<file path="src/rtl/bl_i2c_pkg.sv">
// ---------------------------------------------------------------------------
// bl_i2c_pkg
// Shared types for the backlight I2C writer:
//   state_t   - transaction FSM states
//   qphase_t  - SCL quarter-period index within one bit slot
//   FRAME_LEN - data bytes per frame (address, register, pwm hi, pwm lo, enable)
// ---------------------------------------------------------------------------
package bl_i2c_pkg;

    typedef enum logic [2:0] {
        ST_IDLE  = 3'd0,
        ST_START = 3'd1,
        ST_BYTE  = 3'd2,
        ST_ACK   = 3'd3,
        ST_STOP  = 3'd4
    } state_t;

    typedef enum logic [1:0] {
        Q0 = 2'd0,   // SCL low, SDA may change
        Q1 = 2'd1,   // SCL released (rising)
        Q2 = 2'd2,   // SCL high, ACK sampled at the end
        Q3 = 2'd3    // SCL pulled low
    } qphase_t;

    localparam int unsigned FRAME_LEN = 5;

endpackage

</file>
<file path="src/rtl/bl_i2c_writer_qtick.sv">
// ---------------------------------------------------------------------------
// i2c_qtick
// Quarter-period tick generator for the I2C bit engine. Counts 0..QDIV-1 and
// advances the quarter index on every wrap. While hold_i is high the count
// freezes (SCL clock stretching by the slave).
// Ports:
//   clk_i      system clock
//   reset_n_i  synchronous reset, active low
//   clr_i      restart at quarter 0, count 0
//   hold_i     freeze the divider
//   tick_o     high in the last cycle of the current quarter
//   q_o        current quarter index
// ---------------------------------------------------------------------------
module i2c_qtick
    import bl_i2c_pkg::*;
#(
    parameter int unsigned QDIV = 250
) (
    input  logic    clk_i,
    input  logic    reset_n_i,
    input  logic    clr_i,
    input  logic    hold_i,
    output logic    tick_o,
    output qphase_t q_o
);

    localparam int unsigned CW = (QDIV > 1) ? $clog2(QDIV) : 1;

    logic [CW-1:0] r_cnt;
    qphase_t       r_q;
    logic          w_last;

    assign w_last = (r_cnt == CW'(QDIV - 1));
    // clr_i is deliberately kept out of the tick so the caller may use the
    // tick to decide when to clear without forming a combinational loop.
    assign tick_o = w_last && !hold_i;
    assign q_o    = r_q;

    always_ff @(posedge clk_i) begin
        if (!reset_n_i || clr_i) begin
            r_cnt <= '0;
            r_q   <= Q0;
        end else if (!hold_i) begin
            if (w_last) begin
                r_cnt <= '0;
                r_q   <= qphase_t'(r_q + 2'd1);
            end else begin
                r_cnt <= r_cnt + 1'b1;
            end
        end
    end

endmodule

</file>
<file path="src/rtl/bl_i2c_writer.sv">
// ---------------------------------------------------------------------------
// bl_i2c_writer
// Writes {enable, pwm} to an external I2C backlight driver as one
// auto-increment register write: START, {DEV_ADDR,W}, REG_BASE, pwm[15:8],
// pwm[7:0], {7'b0,en}, STOP. Loads arriving during a transaction coalesce
// into a single pending slot; a NACK triggers up to RETRIES re-sends.
// Ports:
//   clk_i, reset_n_i     clock, synchronous active-low reset
//   load_i               strobe: capture enable_i / pwm_i
//   enable_i, pwm_i      data to send
//   scl_i, sda_i         pad inputs (stretch detect, ACK sampling)
//   scl_oe_o, sda_oe_o   1 = pull line low
//   busy_o               transaction in progress
//   done_o               pulse: frame fully ACKed
//   nack_o               pulse: retries exhausted
// ---------------------------------------------------------------------------
module bl_i2c_writer
    import bl_i2c_pkg::*;
#(
    parameter logic [6:0]  DEV_ADDR = 7'h2C,
    parameter logic [7:0]  REG_BASE = 8'h00,
    parameter int unsigned QDIV     = 250,
    parameter int unsigned RETRIES  = 3
) (
    input  logic        clk_i,
    input  logic        reset_n_i,
    input  logic        load_i,
    input  logic        enable_i,
    input  logic [15:0] pwm_i,
    input  logic        scl_i,
    input  logic        sda_i,
    output logic        scl_oe_o,
    output logic        sda_oe_o,
    output logic        busy_o,
    output logic        done_o,
    output logic        nack_o
);

    localparam int unsigned RW = (RETRIES > 0) ? $clog2(RETRIES + 1) : 1;

    state_t          r_state;
    logic [2:0]      r_byte;
    logic [2:0]      r_bit;
    logic            r_stop2;      // second pass of STOP: bus-free time
    logic            r_err;
    logic            r_ack_nak;
    logic [RW-1:0]   r_retry;
    logic            r_pend;
    logic [16:0]     r_pend_data;  // {enable, pwm}
    logic [16:0]     r_data;
    logic            r_scl_oe;
    logic            r_sda_oe;
    logic            r_done;
    logic            r_nack;

    logic            w_tick;
    qphase_t         w_q;
    logic            w_hold;
    logic            w_qclr;
    logic            w_stop_exit;
    logic            w_retry;
    logic            w_take;
    logic [7:0]      w_byte_val;
    logic            w_scl_oe;
    logic            w_sda_oe;

    // The slave may stretch only while we have released SCL.
    assign w_hold = ((w_q == Q1) || (w_q == Q2)) && !r_scl_oe && !scl_i;
    assign w_stop_exit = (r_state == ST_STOP) && r_stop2 && w_tick;
    assign w_retry     = w_stop_exit && r_err && (r_retry < RW'(RETRIES));
    assign w_take      = ((r_state == ST_IDLE) && r_pend) || (w_retry && r_pend);
    // Every transaction (including a retry) starts from a fresh quarter 0.
    assign w_qclr      = (r_state == ST_IDLE) || w_stop_exit;

    i2c_qtick #(.QDIV(QDIV)) u_qtick (
        .clk_i     (clk_i),
        .reset_n_i (reset_n_i),
        .clr_i     (w_qclr),
        .hold_i    (w_hold),
        .tick_o    (w_tick),
        .q_o       (w_q)
    );

    always_comb begin
        case (r_byte)
            3'd0:    w_byte_val = {DEV_ADDR, 1'b0};
            3'd1:    w_byte_val = REG_BASE;
            3'd2:    w_byte_val = r_data[15:8];
            3'd3:    w_byte_val = r_data[7:0];
            default: w_byte_val = {7'b0, r_data[16]};
        endcase
    end

    // Line drive per state and quarter; registered below so the pads are glitch-free.
    always_comb begin
        w_scl_oe = 1'b0;
        w_sda_oe = 1'b0;
        case (r_state)
            ST_START: begin
                w_sda_oe = 1'b1;
                w_scl_oe = (w_q == Q2) || (w_q == Q3);
            end
            ST_BYTE: begin
                w_sda_oe = ~w_byte_val[r_bit];
                w_scl_oe = (w_q == Q0) || (w_q == Q3);
            end
            ST_ACK: begin
                w_scl_oe = (w_q == Q0) || (w_q == Q3);
            end
            ST_STOP: begin
                // q0: both low, q1-q2: SCL released, q3 and second-pass q0: bus free
                if (!r_stop2) begin
                    w_scl_oe = (w_q == Q0);
                    w_sda_oe = (w_q != Q3);
                end
            end
            default: ;
        endcase
    end

    always_ff @(posedge clk_i) begin
        if (!reset_n_i) begin
            r_state     <= ST_IDLE;
            r_byte      <= '0;
            r_bit       <= '0;
            r_stop2     <= 1'b0;
            r_err       <= 1'b0;
            r_ack_nak   <= 1'b0;
            r_retry     <= '0;
            r_pend      <= 1'b0;
            r_pend_data <= '0;
            r_data      <= '0;
            r_scl_oe    <= 1'b0;
            r_sda_oe    <= 1'b0;
            r_done      <= 1'b0;
            r_nack      <= 1'b0;
        end else begin
            r_scl_oe <= w_scl_oe;
            r_sda_oe <= w_sda_oe;
            r_done   <= 1'b0;
            r_nack   <= 1'b0;

            // A load in the same cycle as a consume wins.
            if (load_i) begin
                r_pend      <= 1'b1;
                r_pend_data <= {enable_i, pwm_i};
            end else if (w_take) begin
                r_pend <= 1'b0;
            end

            case (r_state)
                ST_IDLE: begin
                    if (r_pend) begin
                        r_state <= ST_START;
                        r_data  <= r_pend_data;
                    end
                end
                ST_START: begin
                    if (w_tick && (w_q == Q3)) begin
                        r_state <= ST_BYTE;
                        r_byte  <= '0;
                        r_bit   <= 3'd7;
                        r_err   <= 1'b0;
                    end
                end
                ST_BYTE: begin
                    if (w_tick && (w_q == Q3)) begin
                        if (r_bit == 3'd0) begin
                            r_state <= ST_ACK;
                        end else begin
                            r_bit <= r_bit - 3'd1;
                        end
                    end
                end
                ST_ACK: begin
                    if (w_tick && (w_q == Q2)) begin
                        r_ack_nak <= sda_i;
                    end
                    if (w_tick && (w_q == Q3)) begin
                        if (r_ack_nak) begin
                            r_err   <= 1'b1;
                            r_state <= ST_STOP;
                            r_stop2 <= 1'b0;
                        end else if (r_byte == 3'(FRAME_LEN - 1)) begin
                            r_state <= ST_STOP;
                            r_stop2 <= 1'b0;
                        end else begin
                            r_byte  <= r_byte + 3'd1;
                            r_bit   <= 3'd7;
                            r_state <= ST_BYTE;
                        end
                    end
                end
                ST_STOP: begin
                    if (w_tick && !r_stop2 && (w_q == Q3)) begin
                        r_stop2 <= 1'b1;
                    end else if (w_stop_exit) begin
                        if (!r_err) begin
                            r_done  <= 1'b1;
                            r_retry <= '0;
                            r_state <= ST_IDLE;
                        end else if (w_retry) begin
                            r_retry <= r_retry + 1'b1;
                            r_state <= ST_START;
                            // A newer value supersedes the one that was NACKed.
                            if (r_pend) begin
                                r_data <= r_pend_data;
                            end
                        end else begin
                            r_nack  <= 1'b1;
                            r_retry <= '0;
                            r_state <= ST_IDLE;
                        end
                    end
                end
                default: r_state <= ST_IDLE;
            endcase
        end
    end

    assign scl_oe_o = r_scl_oe;
    assign sda_oe_o = r_sda_oe;
    assign busy_o   = (r_state != ST_IDLE);
    assign done_o   = r_done;
    assign nack_o   = r_nack;

endmodule
</file>
<file path="config.mk">
export PLATFORM = sky130hd
export DESIGN_NAME = bl_i2c_writer
export DESIGN_NICKNAME = d
export VERILOG_FILES = /design/src/rtl/bl_i2c_pkg.sv /design/src/rtl/bl_i2c_writer_qtick.sv /design/src/rtl/bl_i2c_writer.sv
export SDC_FILE = /design/constraint.sdc
export NUM_CORES = 1
export LEC_CHECK = 0
export ABC_AREA = 1
export BUFFER_PORTS_ARGS = -buffer_cell sky130_fd_sc_hd__buf_2
export CAP_MARGIN = 10
export CORE_MARGIN = 3
export CORE_UTILIZATION = 45
export DETAILED_ROUTE_END_ITERATION = 7
export PLACE_DENSITY = 0.65
export SYNTH_ARGS = -nofsm -noshare
export SYNTH_HDL_FRONTEND = slang
export SYNTH_HIERARCHICAL = 1
export SYNTH_SLANG_ARGS = --single-unit
</file>
<file path="constraint.sdc">
create_clock -name clk_i -period 6.9 [get_ports clk_i]
set_input_delay 0.345 -clock clk_i [delete_from_list [all_inputs] [get_ports clk_i]]
set_output_delay 0.345 -clock clk_i [all_outputs]
set_load 0.1 [all_outputs]
</file>
==> metrics.txt, run 1 <==
result of the run=complete, no violations; placed cell area=3080 um2; average routed wire per standard cell=~12 um; maximum number of pins on one net before global-route repair=45; Static Leakage=1.48 nW; routed vias/inst=4.95; sw frac=36.2%; FF-to-FF setup slack=4.20 ns; worst IR drop on VDD=0.209 mV; total clock buffers created by CTS=9; depth of the critical timing path with buffers and inverters included=13; Yosys reg bits=63; slew at the pin with the worst max-slew slack=0.678 ns; number of filler cells placed in the layout=600; Total Neg Setup Slack=0 ns; fraction of layout cells with a size suffix above 1=13.2%; post-synth cell types=36; Final Hold Vio Count=0; largest incremental delay on the critical path=0.41 ns; predominant post-synthesis flop cell=sky130_fd_sc_hd__dfxtp_1; GRT Util Overall=roughly 18%; Startpoint Class=register; family of cells with the greatest summed delay on the critical path=simple AND/OR/NAND/NOR gates; critical-path cell with the highest stage delay=sky130_fd_sc_hd__dfxtp_1; post-route cell area=3310 um2; setup clock skew after layout=0.00753 ns; Critical Path End Type=register; portion of synthesized cell area occupied by the leading cell type=43.3%; die width=86.5 um; pins over their slew limit=0; cells traversed along the worst timing path=inv_1 -> ha_1 -> nor3b_1 -> nor3_2 -> nand2_2 -> clkinv_2 -> nand2_1 -> nor2_4 -> nand3_2 -> a21boi_4 -> inv_2 -> o21ai_0 -> a21oi_1; Synth warnings=6; via count=2515; HPWL reported at the end of detailed placement=~4.1 mm; diode count=0; cell with the most instances after synthesis=sky130_fd_sc_hd__nor2_1; clock tree from TritonCTS=yes; shortest clock period the worst path allows after layout=2.70 ns; first-pass GRT wire length=10.6 mm; Clock power frac=between 30% and 40%; initial core utilization=47.8%; # IOs=27; number of cells traversed by the worst register-to-register path=13; Post-synth EDFFs=0; Max Freq=370 MHz; buffers added on ports=26; relative contribution of sequential cells to total power=39.6%; Routed Wire Length=5.87 mm; Reg2Reg Launch Point=u_qtick/q_o[0]; Worst EP arrival=a little under 3 ns; Worst Path Class, Setup=reg2reg; WP data required=7.13 ns; capturing element of the worst setup path=r_data[16]; core area=6100 um2; Die ar.=roughly 7500 um2; via count of the first global-routing pass=2426; count of routing violations after the opening detailed-route iteration=96; Vert. Die Dim=86.5 um; power share of the combinational group=29.0%; detailed-router iteration count before antenna repair=4; fin crit share=around two fifths; normalized max-slew margin=a little over half; number of setup buffers added after CTS=0; power density of the placed cells=351 nW/um2; most frequent cells after synthesis=93 x sky130_fd_sc_hd__nor2_1, 63 x sky130_fd_sc_hd__dfxtp_1, 54 x sky130_fd_sc_hd__nand2_1; max-cap viol count=0; Async S/R FF share, synth=0%; buffer and inverter count on the worst path=3; Seq/Total Area, Yosys=43.3%; CTS HTree Levels=3; fin util=54.4%; post-synthesis instance area=around 3000 um2; drt drc=0; RSZ-0062 raised after global routing=no; leading cell types by total area after synthesis=sky130_fd_sc_hd__dfxtp_1 43%, sky130_fd_sc_hd__nor2_1 12%, sky130_fd_sc_hd__o21ai_0 8.2%; remaining number of nets flagged by the antenna check after routing=0; total number of placement rows=28; number of gates given a new drive strength after cts=0; routability congestion estimate=0.851; hold-fix buffer count after cts=0; post-layout net count=463; global route total overflow=0; Root Buffer Master=sky130_fd_sc_hd__clkbuf_8; net load switching power=about 420 uW; largest fanout on the critical path=19; path category of the worst min-delay check=in2reg; number of sinks on the clock net=63; number of failing setup endpoints in the final timing report=0; internal power of the cells=743 uW; number of antenna violations at the first check in global routing=0; maximum number of buffers from clock root to sink=2; synthesized netlist cell count=403; clock slew seen by the registers of the worst setup and hold paths=0.07 ns; r2r endpoint=r_data[16]; worst setup path startpoint=u_qtick/q_o[0]; net count of the mapped netlist=between 400 and 500; insertion delay of the later-clocked pin in the worst-skew pair=0.35 ns; relative area change from synthesis to final layout=13.7%; post-synthesis average cell area=7.23 um2; cell accounting for the most synthesized area=sky130_fd_sc_hd__dfxtp_1
state kept, by name (all words and copies together), names as in the netlist, 2 cells and up:
register       count
r_bit              3
r_byte             3
r_data            17
r_pend_data       17
r_retry            2
r_state            3
u_qtick/q_o        2
u_qtick/r_cnt      8
through the flow:
stage,setup slack [ns],total power [mW],hold slack [ns],std cells
floorplan,4.32,0.734,0.430,403
global placement,4.28,0.800,0.463,492
global route,3.85,1.25,0.214,508
finish,4.20,1.16,0.217,508
CTS,4.15,1.17,0.203,508
detailed placement,4.15,0.803,0.463,492
logic make-up after synthesis:
logic type | after synthesis | synth area share, %
and+or+nand+nor | 188 | 27.7
AOI/OAI and AO/OA | 80 | 15.1
DFF | 63 | 43.3
buffers and inverters | 57 | 7.73
adders and majority gates | 13 | 5.58
xor gates and xnor gates | 2 | 0.601
power by group through the flow:
stage | combinational (mW) | clock, mW | sequential [mW]
after floorplan | 0.266 | 0 | 0.469
after global routing | 0.394 | 0.390 | 0.469
after CTS | 0.339 | 0.375 | 0.460
after detailed placement | 0.337 | 0 | 0.466
final | 0.337 | 0.367 | 0.461
after global placement | 0.334 | 0 | 0.466
metal layers:
layer  vias to the layer above  GRT usage (%)  wire length, um
met5                         -              0                0
met4                         0           9.35              131
met3                        12           4.94              234
met2                        50           27.5             2530
met1                      1103           22.7             2980
li1                       1350              -                -
worst min path at each step:
stage | from | endpoint | cells past startpoint
5_1_grt | pwm_i[1] | r_pend_data[1] | 3
6_report | enable_i | r_pend_data[16] | 3
4_1_cts | pwm_i[4] | r_pend_data[4] | 3
3_5_place_dp | r_data[16] | r_data[16] | 2
3_3_place_gp | r_retry[1] | r_retry[1] | 2
2_1_floorplan | r_data[16] | r_data[16] | 2
cell usage in the layout, fill, tap and decap left out, drive strengths merged, types with 2 or more instances in the layout:
cell	count
nor2	96
dfxtp	63
nand2	57
o21ai	48
inv	42
buf	26
a21oi	24
nand3	21
ha	13
clkbuf	11
nor3	6
nand4	5
clkinv	4
nor3b	2
clkinvlp	2
bufinv	2
a21boi	2
final cells by class:
cell class	count	area (um2)	area share [%]
Tap cell	75	93.8	2.83
Multi-Input combinational cell	283	1430	43.1
Timing Repair Buffer	26	130	3.93
Clock buffer	11	151	4.57
Clock inverter	5	80.1	2.42
Sequential cell	63	1260	38.1
Inverter	45	170	5.13
worst min-delay path: stages:
cell	delay, ns
sky130_fd_sc_hd__buf_2	0.07
sky130_fd_sc_hd__nor2_1	0.03
sky130_fd_sc_hd__nor2_1	0.08
(Power assumes the default switching activity.)
==> run 2: changes to the inputs <==
Clock period 6.9 ns to 2.7 ns, I/O delays scaled along.
==> run 2 against run 1 <==
Wire length up 3.3%. Worst setup slack worse by 3.9 ns. Sequential power increased to 2.6 times the previous value. Critical endpoint unchanged. Largest cell class unchanged. Largest power group unchanged.
==> metrics.txt, run 2 (synthesis gave the netlist of run 1 again) <==
power density of the placed cells=876 nW/um2; remaining number of nets flagged by the antenna check after routing=0; cells traversed along the worst timing path=inv_1 -> ha_1 -> nor3b_2 -> nor3_2 -> nand2_2 -> clkinv_2 -> nand2_1 -> nor2_4 -> nand3_2 -> a21boi_4 -> inv_2 -> o21ai_0 -> a21oi_1; Worst Path Class, Setup=reg2reg; core area=6100 um2; CTS HTree Levels=3; via count=~2500; number of gates given a new drive strength after cts=0; Clock power frac=29.1%; pins over their slew limit=0; setup clock skew after layout=0.00848 ns; power share of the combinational group=30.3%; slew at the pin with the worst max-slew slack=~0.49 ns; relative area change from synthesis to final layout=13.8%; Setup WS pre-CTS=0.133 ns; FF-to-FF setup slack=0.33 ns; clock slew seen by the registers of the worst setup and hold paths=around 0.07 ns; number of failing setup endpoints in the final timing report=0; Hold Crit Start=pwm_i[15]; maximum number of buffers from clock root to sink=2; Vert. Die Dim=a little under 90 um; Final Hold Vio Count=0; HPWL reported at the end of detailed placement=4.36 mm; diode count=0; die width=between 80 and 90 um; detailed-router iteration count before antenna repair=4; total number of placement rows=28; Max Freq=about 420 MHz; drt drc=0; largest incremental delay on the critical path=0.41 ns; worst IR drop on VDD=between 0.6 and 0.7 mV; GRT Util Overall=18.1%; Critical Path End Type=register; number of cells traversed by the worst register-to-register path=13; insertion delay of the later-clocked pin in the worst-skew pair=0.34 ns; maximum number of pins on one net before global-route repair=40; first-pass GRT wire length=10.9 mm; hold-fix buffer count after cts=0; fraction of layout cells with a size suffix above 1=14.0%; shortest clock period the worst path allows after layout=2.37 ns; sw frac=36.7%; internal power of the cells=1.84 mW; Worst Hold Path EP=r_pend_data[15]; post-layout net count=465; number of sinks on the clock net=63; relative contribution of sequential cells to total power=about two fifths; critical-path cell with the highest stage delay=sky130_fd_sc_hd__dfxtp_1; Worst Setup Slack, final=about 0.33 ns; Worst EP arrival=between 2 and 3 ns; largest fanout on the critical path=19; most frequent cells in the layout=92 x sky130_fd_sc_hd__nor2_1, 62 x sky130_fd_sc_hd__dfxtp_1, 54 x sky130_fd_sc_hd__nand2_1, 48 x sky130_fd_sc_hd__o21ai_0, 39 x sky130_fd_sc_hd__inv_1; path category of the worst min-delay check=in2reg; WP data required=2.91 ns; buffer and inverter count on the worst path=3; routed vias/inst=4.99; # IOs=27; average routed wire per standard cell=11.9 um; normalized max-slew margin=67.7%; most frequent standard cell in the layout excluding fill and tap cells=sky130_fd_sc_hd__nor2_1; fin crit share=87.8%; number of antenna violations at the first check in global routing=0; Root Buffer Master=sky130_fd_sc_hd__clkbuf_8; total clock buffers created by CTS=9; count of routing violations after the opening detailed-route iteration=114; buffers added on ports=26; Static Leakage=approximately 1.5 nW; Reg2Reg Launch Point=u_qtick/q_o[1]; routability congestion estimate=0.851; number of setup buffers added after CTS=0; via count of the first global-routing pass=2502; initial core utilization=47.8%; r2r endpoint=r_data[16]; net load switching power=1.07 mW; family of cells with the greatest summed delay on the critical path=simple AND/OR/NAND/NOR gates; largest registers=r_data x17, r_pend_data x17, u_qtick/r_cnt x8; hold-critical path depth=3; max-cap viol count=0; Startpoint Class=register; clock tree from TritonCTS=yes; Total Neg Setup Slack=0 ns; Routed Wire Length=6.07 mm; Die ar.=7480 um2; result of the run=complete, no violations; global route total overflow=0; RSZ-0062 raised after global routing=no
run 2: worst max path at each step:
stage                       endpoint  depth (start not counted)  slack [ns]            from
finish                    r_data[16]                         13        0.33  u_qtick/q_o[1]
global route              r_data[16]                         13        0.02  u_qtick/q_o[1]
CTS                 u_qtick/r_cnt[2]                         13        0.12  u_qtick/q_o[0]
detailed placement  u_qtick/r_cnt[2]                         13        0.13  u_qtick/q_o[0]
global placement    u_qtick/r_cnt[7]                         15        0.32  u_qtick/q_o[0]
floorplan                 r_data[10]                         12        0.12        scl_oe_o
run 2: tightest hold or removal path: cells and delay by family:
family	cells	cell delay, ns
buffers and inverters	1	0.07
and+or+nand+nor	2	0.11
run 2: per-stage QoR:
step / utilization (%) / hold slack, ns / total power [mW] / instance area, um2 / std cells
final: 54.4 / 0.0140 / 2.90 / 3320 / 510
after global routing: 54.4 / 0.0110 / 3.13 / 3320 / 510
after CTS: 54.2 / 0.0000360 / 2.92 / 3310 / 510
after detailed placement: 50.8 / 0.361 / 2.06 / 3100 / 494
after global placement: 50.8 / 0.356 / 2.05 / 3100 / 494
after floorplan: - / 0.270 / 1.88 / 2910 / 403
run 2: power by group through the flow:
stage	registers (mW)	logic, mW	clock network [mW]
after floorplan	1.20	0.679	0
after global placement	1.19	0.854	0
after detailed placement	1.19	0.868	0
after CTS	1.18	0.878	0.870
after global routing	1.20	1.01	0.920
final	1.18	0.879	0.847
run 2: final cells by class:
class / instances / area (um2)
clock inverters: 3 / 40.0
inverters: 45 / 170
clock buffers: 13 / 169
flip-flops and latches: 63 / 1260
fillers: 602 / 2780
repair buffers: 28 / 145
well taps: 75 / 93.8
multi-input cells: 283 / 1440
run 2: per-layer routing:
| metal | vias up | share of wire [%] | track usage, % |
|---|---|---|---|
| met5 | - | 0 | 0 |
| met1 | 1145 | 50 | 24.5 |
| met3 | 6 | 3.5 | 4.85 |
| met4 | 0 | 0.87 | 7.08 |
| met2 | 36 | 46 | 27.4 |
| li1 | 1359 | - | - |
==> run 3: changes to the inputs <==
Settings changed: CTS_CLUSTER_SIZE from default to 30, REMOVE_ABC_BUFFERS from default to 1.
==> run 3 against run 2 <==
Combinational power barely moved. First-iteration DRC count decreased by 11%. Die area did not move. Cell count unchanged. Via count is 1.5% lower. Non-clock buffer count unchanged. Sequential cell count unchanged. Core utilization up 0.14 points. Clock skew is 0.0047 ns higher. Sequential power about the same. Clock-buffer cell count did not move. Wire length shrank 3.2%. Largest power group unchanged.
==> metrics.txt, run 3 (synthesis gave the netlist of run 1 again) <==
shortest clock period the worst path allows after layout=2.40 ns; relative area change from synthesis to final layout=14.1%; HPWL reported at the end of detailed placement=4.15 mm; most frequent cells in the layout=92 x sky130_fd_sc_hd__nor2_1, 63 x sky130_fd_sc_hd__dfxtp_1, 54 x sky130_fd_sc_hd__nand2_1, 48 x sky130_fd_sc_hd__o21ai_0, 39 x sky130_fd_sc_hd__inv_1; CTS HTree Levels=3; pins over their slew limit=0; post-layout net count=~470; buffers added on ports=26; result of the run=complete, no violations; total number of placement rows=28; diode count=0; power density of the placed cells=about 900 nW/um2; fin crit share=89.1%; number of antenna violations at the first check in global routing=0; Static Leakage=1.49 nW; number of sinks on the clock net=63; insertion delay of the later-clocked pin in the worst-skew pair=0.34 ns; worst setup path startpoint=u_qtick/q_o[0]; hold-critical path depth=3; Worst Path Class, Setup=reg2reg; WP data required=2.96 ns; RSZ-0062 raised after global routing=no; setup clock skew after layout=0.0132 ns; Vert. Die Dim=roughly 86 um; maximum number of pins on one net before global-route repair=29; first-pass GRT wire length=10.1 mm; Max Freq=between 400 and 500 MHz; FF-to-FF setup slack=0.30 ns; count of routing violations after the opening detailed-route iteration=102; total clock buffers created by CTS=9; Total Neg Setup Slack=0 ns; path category of the worst min-delay check=in2reg; routability congestion estimate=0.846; detailed-router iteration count before antenna repair=6; Final Hold Vio Count=0; r2r endpoint=u_qtick/r_cnt[2]; number of cells traversed by the worst register-to-register path=13; average routed wire per standard cell=between 10 and 15 um; drt drc=0; normalized max-slew margin=68.7%; most frequent standard cell in the layout excluding fill and tap cells=sky130_fd_sc_hd__nor2_1; largest fanout on the critical path=6; remaining number of nets flagged by the antenna check after routing=0; global route total overflow=0; fin util=54.5%; Worst EP arrival=2.66 ns; GRT Util Overall=16.9%; number of failing setup endpoints in the final timing report=0; Critical Path End Type=register; max-cap viol count=0; initial core utilization=47.8%; Reg2Reg Launch Point=u_qtick/q_o[0]; worst IR drop on VDD=0.660 mV; largest registers=r_data x17, r_pend_data x17, u_qtick/r_cnt x8; Die ar.=7480 um2; fraction of layout cells with a size suffix above 1=13.3%; via count=between 2000 and 3000; Hold Crit Start=pwm_i[1]; clock slew seen by the registers of the worst setup and hold paths=0.07 ns; Routed Wire Length=5.87 mm; number of setup buffers added after CTS=0; via count of the first global-routing pass=2292; Root Buffer Master=sky130_fd_sc_hd__clkbuf_8; capturing element of the worst setup path=u_qtick/r_cnt[2]; # IOs=27; slew at the pin with the worst max-slew slack=0.466 ns; number of gates given a new drive strength after cts=0; clock tree from TritonCTS=yes; hold-fix buffer count after cts=0; die width=86.5 um; core area=just over 6000 um2; Startpoint Class=register; routed vias/inst=4.92; maximum number of buffers from clock root to sink=2
-- run 3: cell count changes in the layout (fill, tap and decap cells not counted), sizes merged --
| cell | before | now |
|---|---|---|
| clkinv | 5 | 4 |
| bufinv | 1 | 2 |
-- run 3: how the worst min path moves through the flow --
stage,to,slack [ns]
3_5_place_dp,r_pend_data[13],0.36
5_1_grt,r_pend_data[12],0.01
6_report,r_pend_data[1],0.01
2_1_floorplan,r_pend,0.25
3_3_place_gp,r_pend_data[3],0.36
4_1_cts,r_pend_data[6],0.003
-- run 3: per-layer routing --
metal | global-route usage [%] | vias to the layer above | routed length (um)
met5 | 0 | - | 0
met4 | 9.77 | 0 | 139
met3 | 3.23 | 17 | 202
met2 | 25.2 | 34 | 2580
met1 | 22.7 | 1105 | 2960
li1 | - | 1353 | -
-- run 3: report_power, final --
| part | switching [mW] | total [mW] | internal (mW) |
|---|---|---|---|
| logic | 0.605 | 0.880 | 0.275 |
| clock network | 0.355 | 0.925 | 0.570 |
| registers | 0.109 | 1.17 | 1.06 |
| total | 1.07 | 2.98 | 1.91 |
-- run 3: cell type report --
cell class,instances,area (um2)
clock buffers,13,159
repair buffers,28,145
multi-input cells,283,1430
clock inverters,3,65.1
fillers,625,2770
flip-flops and latches,63,1260
inverters,45,170
well taps,75,93.8
-- run 3: worst max-delay path, cell delays in order, from the launching register on --
cell,delay [ns]
sky130_fd_sc_hd__dfxtp_1,0.40
sky130_fd_sc_hd__inv_1,0.08
sky130_fd_sc_hd__ha_1,0.27
sky130_fd_sc_hd__nor3b_1,0.33
sky130_fd_sc_hd__nor3_2,0.11
sky130_fd_sc_hd__nand2_2,0.13
sky130_fd_sc_hd__clkinv_2,0.10
sky130_fd_sc_hd__nand2_1,0.13
sky130_fd_sc_hd__nor2_4,0.06
sky130_fd_sc_hd__inv_1,0.10
sky130_fd_sc_hd__nand2_1,0.08
sky130_fd_sc_hd__nor2_2,0.22
sky130_fd_sc_hd__nand2_4,0.10
sky130_fd_sc_hd__nor3b_1,0.20
-- run 3: stage by stage --
stage | cells | hold slack, ns | power, mW | area [um2] | setup slack (ns)
final | 510 | 0.0101 | 2.98 | 3320 | 0.295
after CTS | 510 | 0.00293 | 2.99 | 3320 | 0.213
after global placement | 494 | 0.357 | 2.04 | 3100 | 0.328
after detailed placement | 494 | 0.362 | 2.06 | 3100 | 0.222
after global routing | 510 | 0.0118 | 3.18 | 3320 | 0.00588
after floorplan | 391 | 0.252 | 1.85 | 2860 | 0.0155
